<file path="src/rtl/obstacle_spawn_sched_if.sv">
// Bus between the obstacle collision datapath and the spawn scheduler.
// The slave side is the scheduler; the master side is the datapath/HUD.
interface obstacle_spawn_sched_if;
  logic       hit_valid;
  logic [1:0] hit_idx;
  logic [9:0] obj_y [4];
  logic [3:0] slot_active;
  logic       spawn_valid;
  logic [1:0] spawn_idx;
  logic [9:0] spawn_x;
  logic [9:0] spawn_y;
  logic [2:0] spawn_speed;
  logic       miss_pulse;
  logic [15:0] score;
  logic [3:0] level;

  modport master (
    output hit_valid, hit_idx, obj_y,
    input  slot_active, spawn_valid, spawn_idx, spawn_x, spawn_y, spawn_speed,
           miss_pulse, score, level
  );

  modport slave (
    input  hit_valid, hit_idx, obj_y,
    output slot_active, spawn_valid, spawn_idx, spawn_x, spawn_y, spawn_speed,
           miss_pulse, score, level
  );
endinterface

</file>
<file path="src/rtl/obstacle_spawn_sched.sv">
// Per-frame obstacle slot life cycle: retire on hit/escape, cooldown, one
// round-robin respawn per frame with LFSR X position; also score/level/miss.
module obstacle_spawn_sched #(
  parameter int          NUM_SLOTS       = 4,
  parameter int          RESPAWN_DELAY   = 30,
  parameter int          X_MIN           = 5,
  parameter int          X_MAX           = 606,
  parameter int          Y_SPAWN         = 3,
  parameter int          Y_BOTTOM        = 446,
  parameter int          KILLS_PER_LEVEL = 8,
  parameter int          MAX_SPEED       = 7,
  parameter logic [15:0] LFSR_SEED       = 16'hACE1
) (
  input  logic                  frame_clk,
  input  logic                  Reset_n,
  input  logic                  enable,
  obstacle_spawn_sched_if.slave bus
);

  localparam logic [7:0]  DELAY_V     = 8'(RESPAWN_DELAY);
  localparam logic [9:0]  X_MIN_V     = 10'(X_MIN);
  localparam logic [9:0]  SPAN_V      = 10'(X_MAX - X_MIN);
  localparam logic [9:0]  SPAN_P1_V   = 10'(X_MAX - X_MIN + 1);
  localparam logic [9:0]  Y_SPAWN_V   = 10'(Y_SPAWN);
  localparam logic [9:0]  Y_BOTTOM_V  = 10'(Y_BOTTOM);
  localparam logic [7:0]  KPL_V       = 8'(KILLS_PER_LEVEL);
  localparam logic [4:0]  MAX_SPEED_V = 5'(MAX_SPEED);
  localparam logic [15:0] LFSR_MASK   = 16'hB400;

  typedef enum logic [1:0] {READY, ACTIVE, COOLDOWN} slot_state_t;

  logic [NUM_SLOTS-1:0] ready_vec;
  logic [NUM_SLOTS-1:0] active_vec;
  logic [NUM_SLOTS-1:0] hit_vec;
  logic [NUM_SLOTS-1:0] escape_vec;
  logic [NUM_SLOTS-1:0] grant_vec;

  logic        spawn_valid_reg;
  logic [1:0]  spawn_idx_reg;
  logic [9:0]  spawn_x_reg;
  logic [9:0]  spawn_y_reg;
  logic [2:0]  spawn_speed_reg;
  logic        miss_pulse_reg;
  logic [15:0] score_reg;
  logic [3:0]  level_reg;
  logic [7:0]  kill_reg;
  logic [1:0]  rr_ptr_reg;
  logic [15:0] lfsr_reg;

  logic        grant_found;
  logic [1:0]  grant_idx;
  logic [1:0]  cand;
  logic [15:0] lfsr_next;
  logic [9:0]  x_next;
  logic [2:0]  speed_next;
  logic [4:0]  level_p1;
  logic [7:0]  kill_next;

  generate
    for (genvar gi = 0; gi < NUM_SLOTS; gi++) begin : g_slot
      slot_state_t state_reg;
      logic [7:0]  cnt_reg;
      logic        active_reg;

      assign ready_vec[gi]  = (state_reg == READY);
      assign active_vec[gi] = active_reg;
      assign hit_vec[gi]    = bus.hit_valid && (bus.hit_idx == 2'(gi)) &&
                              (state_reg == ACTIVE);
      // obj_y still holds the old position in the frame right after a spawn
      assign escape_vec[gi] = (state_reg == ACTIVE) && (bus.obj_y[gi] >= Y_BOTTOM_V) &&
                              !(spawn_valid_reg && (spawn_idx_reg == 2'(gi)));
      assign grant_vec[gi]  = grant_found && (grant_idx == 2'(gi));

      always_ff @(posedge frame_clk or negedge Reset_n) begin
        if (!Reset_n) begin
          state_reg  <= READY;
          cnt_reg    <= 8'd0;
          active_reg <= 1'b0;
        end else if (enable) begin
          case (state_reg)
            READY: begin
              if (grant_vec[gi]) begin
                state_reg  <= ACTIVE;
                active_reg <= 1'b1;
              end
            end
            ACTIVE: begin
              if (hit_vec[gi] || escape_vec[gi]) begin
                state_reg  <= COOLDOWN;
                cnt_reg    <= DELAY_V;
                active_reg <= 1'b0;
              end
            end
            COOLDOWN: begin
              if (cnt_reg == 8'd1) state_reg <= READY;
              else                 cnt_reg   <= cnt_reg - 8'd1;
            end
            default: begin
              state_reg  <= READY;
              active_reg <= 1'b0;
            end
          endcase
        end
      end
    end
  endgenerate

  always_comb begin
    grant_found = 1'b0;
    grant_idx   = 2'd0;
    cand        = 2'd0;
    for (int k = 0; k < NUM_SLOTS; k++) begin
      cand = rr_ptr_reg + 2'(k);
      if (!grant_found && ready_vec[cand]) begin
        grant_found = 1'b1;
        grant_idx   = cand;
      end
    end
  end

  // Values of r above SPAN fold back to the left edge; 10-bit wrap is exact here
  always_comb begin
    lfsr_next = {1'b0, lfsr_reg[15:1]} ^ (lfsr_reg[0] ? LFSR_MASK : 16'h0000);
    if (lfsr_reg[9:0] > SPAN_V) x_next = X_MIN_V + lfsr_reg[9:0] - SPAN_P1_V;
    else                        x_next = X_MIN_V + lfsr_reg[9:0];
    level_p1   = {1'b0, level_reg} + 5'd1;
    speed_next = (level_p1 > MAX_SPEED_V) ? MAX_SPEED_V[2:0] : level_p1[2:0];
    kill_next  = kill_reg + 8'd1;
  end

  always_ff @(posedge frame_clk or negedge Reset_n) begin
    if (!Reset_n) begin
      spawn_valid_reg <= 1'b0;
      spawn_idx_reg   <= 2'd0;
      spawn_x_reg     <= 10'd0;
      spawn_y_reg     <= 10'd0;
      spawn_speed_reg <= 3'd0;
      miss_pulse_reg  <= 1'b0;
      score_reg       <= 16'd0;
      level_reg       <= 4'd0;
      kill_reg        <= 8'd0;
      rr_ptr_reg      <= 2'd0;
      lfsr_reg        <= LFSR_SEED;
    end else if (!enable) begin
      spawn_valid_reg <= 1'b0;
      miss_pulse_reg  <= 1'b0;
    end else begin
      lfsr_reg        <= lfsr_next;
      spawn_valid_reg <= grant_found;
      if (grant_found) begin
        spawn_idx_reg   <= grant_idx;
        spawn_x_reg     <= x_next;
        spawn_y_reg     <= Y_SPAWN_V;
        spawn_speed_reg <= speed_next;
        rr_ptr_reg      <= grant_idx + 2'd1;
      end
      // A hit on a slot outranks its own escape in the same frame
      miss_pulse_reg <= |(escape_vec & ~hit_vec);
      if (|hit_vec) begin
        if (score_reg != 16'hFFFF) score_reg <= score_reg + 16'd1;
        if (kill_next == KPL_V) begin
          kill_reg <= 8'd0;
          if (level_reg != 4'd15) level_reg <= level_reg + 4'd1;
        end else begin
          kill_reg <= kill_next;
        end
      end
    end
  end

  assign bus.slot_active = active_vec;
  assign bus.spawn_valid = spawn_valid_reg;
  assign bus.spawn_idx   = spawn_idx_reg;
  assign bus.spawn_x     = spawn_x_reg;
  assign bus.spawn_y     = spawn_y_reg;
  assign bus.spawn_speed = spawn_speed_reg;
  assign bus.miss_pulse  = miss_pulse_reg;
  assign bus.score       = score_reg;
  assign bus.level       = level_reg;

endmodule
</file>
<file path="src/flat_wrapper.sv">
// flat-port wrapper written by rule: the top's interface ports become plain ports
module obstacle_spawn_sched_flat 
#(
  parameter int          NUM_SLOTS       = 4,
  parameter int          RESPAWN_DELAY   = 30,
  parameter int          X_MIN           = 5,
  parameter int          X_MAX           = 606,
  parameter int          Y_SPAWN         = 3,
  parameter int          Y_BOTTOM        = 446,
  parameter int          KILLS_PER_LEVEL = 8,
  parameter int          MAX_SPEED       = 7,
  parameter logic [15:0] LFSR_SEED       = 16'hACE1
)
  (frame_clk, Reset_n, enable, bus_hit_valid, bus_hit_idx, bus_obj_y, bus_slot_active, bus_spawn_valid, bus_spawn_idx, bus_spawn_x, bus_spawn_y, bus_spawn_speed, bus_miss_pulse, bus_score, bus_level);
  obstacle_spawn_sched_if bus_i ();
  input  logic frame_clk;
  input  logic Reset_n;
  input  logic enable;
  input wire logic [$bits(bus_i.hit_valid)-1:0] bus_hit_valid;
  input wire logic [$bits(bus_i.hit_idx)-1:0] bus_hit_idx;
  input wire logic [$bits(bus_i.obj_y)-1:0] bus_obj_y;
  output wire logic [$bits(bus_i.slot_active)-1:0] bus_slot_active;
  output wire logic [$bits(bus_i.spawn_valid)-1:0] bus_spawn_valid;
  output wire logic [$bits(bus_i.spawn_idx)-1:0] bus_spawn_idx;
  output wire logic [$bits(bus_i.spawn_x)-1:0] bus_spawn_x;
  output wire logic [$bits(bus_i.spawn_y)-1:0] bus_spawn_y;
  output wire logic [$bits(bus_i.spawn_speed)-1:0] bus_spawn_speed;
  output wire logic [$bits(bus_i.miss_pulse)-1:0] bus_miss_pulse;
  output wire logic [$bits(bus_i.score)-1:0] bus_score;
  output wire logic [$bits(bus_i.level)-1:0] bus_level;
  assign bus_i.hit_valid = bus_hit_valid;
  assign bus_i.hit_idx = bus_hit_idx;
  assign bus_i.obj_y = {>>{bus_obj_y}};
  assign bus_slot_active = bus_i.slot_active;
  assign bus_spawn_valid = bus_i.spawn_valid;
  assign bus_spawn_idx = bus_i.spawn_idx;
  assign bus_spawn_x = bus_i.spawn_x;
  assign bus_spawn_y = bus_i.spawn_y;
  assign bus_spawn_speed = bus_i.spawn_speed;
  assign bus_miss_pulse = bus_i.miss_pulse;
  assign bus_score = bus_i.score;
  assign bus_level = bus_i.level;
  obstacle_spawn_sched #(.NUM_SLOTS(NUM_SLOTS), .RESPAWN_DELAY(RESPAWN_DELAY), .X_MIN(X_MIN), .X_MAX(X_MAX), .Y_SPAWN(Y_SPAWN), .Y_BOTTOM(Y_BOTTOM), .KILLS_PER_LEVEL(KILLS_PER_LEVEL), .MAX_SPEED(MAX_SPEED), .LFSR_SEED(LFSR_SEED)) u_core (.frame_clk(frame_clk), .Reset_n(Reset_n), .enable(enable), .bus(bus_i));
endmodule
</file>
<file path="config.mk">
export PLATFORM = sky130hd
export DESIGN_NAME = obstacle_spawn_sched_flat
export DESIGN_NICKNAME = d
export VERILOG_FILES = /design/src/rtl/obstacle_spawn_sched_if.sv /design/src/rtl/obstacle_spawn_sched.sv /design/src/flat_wrapper.sv
export SDC_FILE = /design/constraint.sdc
export NUM_CORES = 1
export LEC_CHECK = 0
export ABC_CLOCK_PERIOD_IN_PS = 2200
export BUFFER_PORTS_ARGS = -buffer_cell sky130_fd_sc_hd__buf_2
export CORE_MARGIN = 10
export CORE_UTILIZATION = 52
export DETAILED_ROUTE_END_ITERATION = 16
export PLACE_DENSITY = 0.77
export SLEW_MARGIN = 10
export SYNTH_ARGS = -nofsm -noshare
export SYNTH_HDL_FRONTEND = slang
export SYNTH_SLANG_ARGS = --single-unit
</file>
<file path="constraint.sdc">
create_clock -name frame_clk -period 2.2 [get_ports frame_clk]
set_input_delay 0.22 -clock frame_clk [delete_from_list [all_inputs] [get_ports frame_clk]]
set_output_delay 0.22 -clock frame_clk [all_outputs]
set_load 0.05 [all_outputs]
</file>
# After elaboration in Yosys (flattened, before gate mapping)
# Index checks and enable logic that the tools add are counted.
dict set report op_classes {
  add_sub_neg 14
  n_mux 62
  order_cmp 10
  n_eq_ne 40
  bitwise_logic 7
  n_reduce_logical 67
}
# cell n
set op_table {}
lappend op_table {{2-to-1 mux 8 bit} 9}
lappend op_table {{case mux 8 bit (2 select lines)} 4}
lappend op_table {{AND reduction 4 bit} 13}
lappend op_table {{greater-or-equal comparator 10 x 9 -> 1 bit, second input constant} 4}
lappend op_table {{equality test 8 x 1 -> 1 bit, second input constant} 4}
lappend op_table {{2-to-1 mux 2 bit} 16}
lappend op_table {{subtractor 8 x 1 -> 8 bit, second input constant} 4}
lappend op_table {{logical AND 1 bit} 27}
lappend op_table {{!= test 2 bit, second input constant} 12}
lappend op_table {{case mux 2 bit (3 select lines)} 4}
lappend op_table {{equality test 2 bit, second input constant} 10}
lappend op_table {{2-to-1 mux 1 bit} 18}
lappend op_table {{adder 16 x 1 -> 16 bit, second input constant} 1}
lappend op_table {{2-to-1 mux 16 bit} 1}
lappend op_table {{!= test 16 bit, second input constant} 1}
lappend op_table {{XOR 15 x 16 -> 16 bit} 1}
lappend op_table {{equality test 2 x 1 -> 1 bit, second input constant} 7}
lappend op_table {{zero test 2 bit} 7}
lappend op_table {{less-than comparator 2 x 3 -> 1 bit, second input constant} 4}
lappend op_table {{case mux 1 bit (3 select lines)} 4}
lappend op_table {{adder 3 x 10 -> 10 bit, first input constant} 1}
lappend op_table {{greater-than comparator 10 bit, second input constant} 1}
lappend op_table {{2-to-1 mux 10 bit} 1}
lappend op_table {{subtractor 10 bit, second input constant} 1}
lappend op_table {{20 further kinds} 45}
dict set report totals {
  output_inout_bits 51
  ff_bits 108
  word_cells 223
  in_bits 46
}

# Logic depth before layout (Yosys ltp)
dict set report logic_depth {
  ltp_word 17
  ltp_mapped 10
  mapped_depth_nobuf 8
}

# Worst setup path after synthesis
# No wires, ideal clock.
dict set report synth_path {
  kind {reg-to-reg}
  startpoint {register u_core.spawn_valid_reg, in the netlist u_core.bus.spawn_valid}
  endpoint {register u_core.g_slot[0].cnt_reg[4]}
  slack_ns 0.129
  setup_ns 0.131
  stages_incl_launch_ff 6
  t_arrival_ns 1.940
  period_less_slack_ns 2.071
  t_required_ns 2.069
  path_buffers 0
  path_cell_list {dfrtp_1 nor3b_1 o41ai_4 nand3_4 o31a_1 or3_1}
}
dict set report synth_via {
  elab_chain_len 6
}
# item line
set synth_rtl {}
lappend synth_rtl {{start: declaration} obstacle_spawn_sched.sv:38} ;# logic spawn_valid_reg;
lappend synth_rtl {{start signal: assignment} obstacle_spawn_sched.sv:149} ;# spawn_valid_reg <= grant_found;
lappend synth_rtl {{logical AND 1 bit} obstacle_spawn_sched.sv:71} ;# !(spawn_valid_reg && (spawn_idx_reg == 2'(gi)));
lappend synth_rtl {{zero test 1 bit} obstacle_spawn_sched.sv:71}
lappend synth_rtl {{logical AND 1 bit} obstacle_spawn_sched.sv:70} ;# assign escape_vec[gi] = (state_reg == ACTIVE) && (bus.obj_y[gi] >= Y_BOTTOM_V) &&
lappend synth_rtl {{logical OR 1 bit} obstacle_spawn_sched.sv:88} ;# if (hit_vec[gi] || escape_vec[gi]) begin
lappend synth_rtl {{!= test 2 bit (no line)} -}
lappend synth_rtl {{AND reduction 4 bit (no line)} -}
lappend synth_rtl {{end signal: assignment} obstacle_spawn_sched.sv:96} ;# else cnt_reg <= cnt_reg - 8'd1;
lappend synth_rtl {{end: declaration} obstacle_spawn_sched.sv:62} ;# logic [7:0] cnt_reg;
# No other way between the ends.
# A chain may end at the register's enable or synchronous reset.

# Final worst setup path
dict set report layout_path {
  startpoint {register u_core.lfsr_reg[0]}
  endpoint {register u_core.spawn_x_reg[9], in the netlist u_core.bus.spawn_x[9]}
}
dict set report layout_via {
  elab_chain_len 3
  elab_cells_between_ends 4
}
# item line
set layout_rtl {}
lappend layout_rtl {{start: declaration} obstacle_spawn_sched.sv:48} ;# logic [15:0] lfsr_reg;
lappend layout_rtl {{start signal: assignment} obstacle_spawn_sched.sv:148} ;# lfsr_reg <= lfsr_next;
lappend layout_rtl {{adder 3 x 10 -> 10 bit} {obstacle_spawn_sched.sv:124, obstacle_spawn_sched.sv:125}}
lappend layout_rtl {{subtractor 10 bit} obstacle_spawn_sched.sv:124} ;# if (lfsr_reg[9:0] > SPAN_V) x_next = X_MIN_V + lfsr_reg[9:0] - SPAN_P1_V;
lappend layout_rtl {{2-to-1 mux 10 bit *} obstacle_spawn_sched.sv:124}
lappend layout_rtl {{end signal: assignment} obstacle_spawn_sched.sv:152} ;# spawn_x_reg <= x_next;
lappend layout_rtl {{end: declaration} obstacle_spawn_sched.sv:40} ;# logic [9:0] spawn_x_reg;
# Every way passes the cells marked *; elsewhere a longest branch is shown, timed or not.

==> reports/metrics.yaml <==
clock_latency_ns: 0.35
cts_sinks: 108
use_met2: 0.282
critPathRequiredTime_ns: 2.44
p_comb_frac: 0.427
final.fill_count: 957
cts_max_path_buffers: 2
power_density_nw_per_um2: 1250
syn_to_final_growth_pct: 15.2
yosysTopAreaCell: "dfrtp_1"
start_kind: "register"
synth_area_leaders: "dfrtp_1 42%, xnor2_1 4.8%, nand2_1 4.3%, nor2_1 3.6%, ha_1 3.5%"
vias_per_cell: 5.57
clock-root-buffer: "clkbuf_16"
largest_reg_flops: 32
status: "complete, no violations"
regArea_um2: 2710
maxCapViolations: 0
cts-buffers-inserted: 9
synth.ff_latch_count: 108
worstHoldPathType: "input pin to register"
io_buffers: 84
criticalPathCategory: "register to register"
cp.arrival_ns: 2.28
dr_total_vias: 4801
synth_top_area_share: 0.416
dieArea_um2: 16300
final_cell_mix: "100 x dfrtp_1, 83 x buf_2, 69 x nand2_1"
relSlewSlack: 0.578
gr-usage-met3: 0.0480
drive_above_1_share: 0.229
dp_cells: 844
yosysUniqueCellTypes: 81
timing.clock.skew_ns: 0.00546
grt_max_degree: 43
syn_inst: 624
multiInputGateArea_um2: 3060
power_frac_clock: 0.184
synthArstFlopShare: 1.00
setup_tns_ns: 0
gp_congestion: 0.845
pre_cts_slack_ns: 0.0322
crit_buf_inv: 1
crit_family: "compound AO/OA/AOI/OAI gates"
p_leak_nw: 3.14
ys.flop_type: "dfrtp_1"
rsz0062_at_grt: "no"
worst_slack_ns: 0.159
die_h_um: 128
grt_pass1_wl_um: 22600
cts_tree: "yes"
h-tree-depth: 3
critical_path_peak_fanout: 7
grt_pass1_vias: 4832
boundaryPins: 97
post-route-min-period_ns: 2.04
p_seq_frac: 0.389
finalCritPeriodShare: 0.928
irDropWorstVdd_uv: 956
num_rows: 39
grt.busiest_layer: "met2"
max_freq_mhz: 490
syn_area_um2: 6020
die_w_um: 128
fin_nets: 777
synth.yosys.seq_area_share: 0.451
syn_area_per_cell_um2: 9.64
place_hpwl_um: 9970
drtPass1Iterations: 5
setup_viol: 0
swShare: 0.430
instances_no_fill: 862
cp-end-kind: "register"
slew_violations: 0
drt_iter0_drc: 243
use_met1: 0.194
switchingPower_mw: 3.71
layout_commonest_cell: "dfrtp_1"
crit_path_cell_trace: "buf_4 > ha_1 > o21bai_1 > a22oi_2 > nor2_1 > a21boi_0 > o41ai_1"
grt_usage: 0.164
drc: 0
wire_per_inst_um: 15.3
coreArea_um2: 11400
clk_pin_slew_ns: 0.07
initial_utilization: 0.529
drtAntennaViolNets: 0
critPathMaxStageDelay_ns: 0.56
grt_overflow: 0
hold_violations: 0
wl_um: 13200
antenna_found_initial: 0
ys.warnings.count: 0
internal_power_mw: 4.92
antenna_cells: 0
worstMarginPinSlew_ns: 0.628
synth-edff-count: 0
slowest_stage: "dfstp_2"
[worst min-delay path, delay by kind of cell]
family	cells	cell delay (ns)
AO/OA/AOI/OAI	1	0.07
AND/OR/NAND/NOR	1	0.10
buffers and inverters	1	0.18
[metrics by stage]
stage / hold slack (ns) / total power [mW] / util / cell area, um2
3_5_place_dp: 0.165 / 7.00 / 0.580 / 6590
5_1_grt: 0.285 / 9.27 / 0.610 / 6930
3_3_place_gp: 0.160 / 6.82 / 0.580 / 6590
4_1_cts: 0.261 / 8.64 / 0.606 / 6900
2_1_floorplan: -0.0756 / 6.13 / - / 6040
6_report: 0.270 / 8.63 / 0.610 / 6930
[power by group through the flow]
| stage | Clock (mW) | Combinational [mW] | Sequential [mW] |
|---|---|---|---|
| final | 1.59 | 3.68 | 3.36 |
| after global routing | 1.72 | 4.09 | 3.46 |
| after CTS | 1.64 | 3.65 | 3.34 |
| after detailed placement | 0 | 3.63 | 3.37 |
| after global placement | 0 | 3.50 | 3.31 |
| after floorplan | 0 | 2.33 | 3.79 |
[cell families (layout without fill, tap and decap cells)]
kind of cell	after synthesis	count (layout)	share of synthesized area
compound gates	117	117	0.140
buf+inv	59	147	0.0499
xor+xnor	57	57	0.0830
other cells	1	8	0.000623
flops	108	108	0.451
fa+ha+maj	17	17	0.0353
simple gates	250	250	0.213
mux	15	15	0.0274
[final cells by class]
cell class / instances / area share
Timing Repair Buffer: 104 / 0.0849
Clock buffer: 13 / 0.0347
Multi-Input combinational cell: 464 / 0.442
Sequential cell: 108 / 0.391
Clock inverter: 3 / 0.00668
Tap cell: 143 / 0.0258
Inverter: 27 / 0.0146
[synthesized netlist by cell type (all sizes together), types with 3 or more instances]
library cell	n
dfrtp	100
nand2	69
nor2	59
o21ai	36
xnor2	33
inv	27
nand3	24
xor2	24
buf	23
a21oi	21
nor3	21
nand4	18
ha	17
mux2	12
a31oi	9
clkbuf	9
nand2b	9
nor4	9
dfstp	8
or3	8
nor2b	7
o21a	5
o31ai	5
a21o	4
and3	4
o41ai	4
a31o	3
and2	3
mux2i	3
nand4b	3
nor3b	3
or4	3
[routing by layer]
layer	part of all wire	vias to the layer above
li1	-	2354
met1	0.42	2326
met2	0.51	105
met3	0.058	16
met4	0.012	0
met5	0	-
[what timing repair did]
item	in CTS	in global routing
hold buffers	1	0
hold endpoints to repair	21	0
buffers inserted	0	1
resized for setup	1	6
setup endpoints to repair	1	12
[path summary, 6_finish.rpt]
path,cells past startpoint,from,slack (ns),to
min reg2reg,2,u_core.bus.spawn_x[0]$_DFFE_PN0P_,0.48,u_core.bus.spawn_x[0]$_DFFE_PN0P_
max reg2reg,7,u_core.lfsr_reg[0]$_DFFE_PN1P_,0.16,u_core.bus.spawn_x[9]$_DFFE_PN0P_
min,3,enable,0.27,u_core.g_slot[1].cnt_reg[0]$_DFFE_PN0P_
max,7,u_core.lfsr_reg[0]$_DFFE_PN1P_,0.16,u_core.bus.spawn_x[9]$_DFFE_PN0P_
max in group asynchronous,3,Reset_n,1.17,u_core.lfsr_reg[15]$_DFFE_PN1P_
min in group asynchronous,2,Reset_n,0.37,u_core.bus.spawn_x[7]$_DFFE_PN0P_
Power figures use the tool's default switching activity.
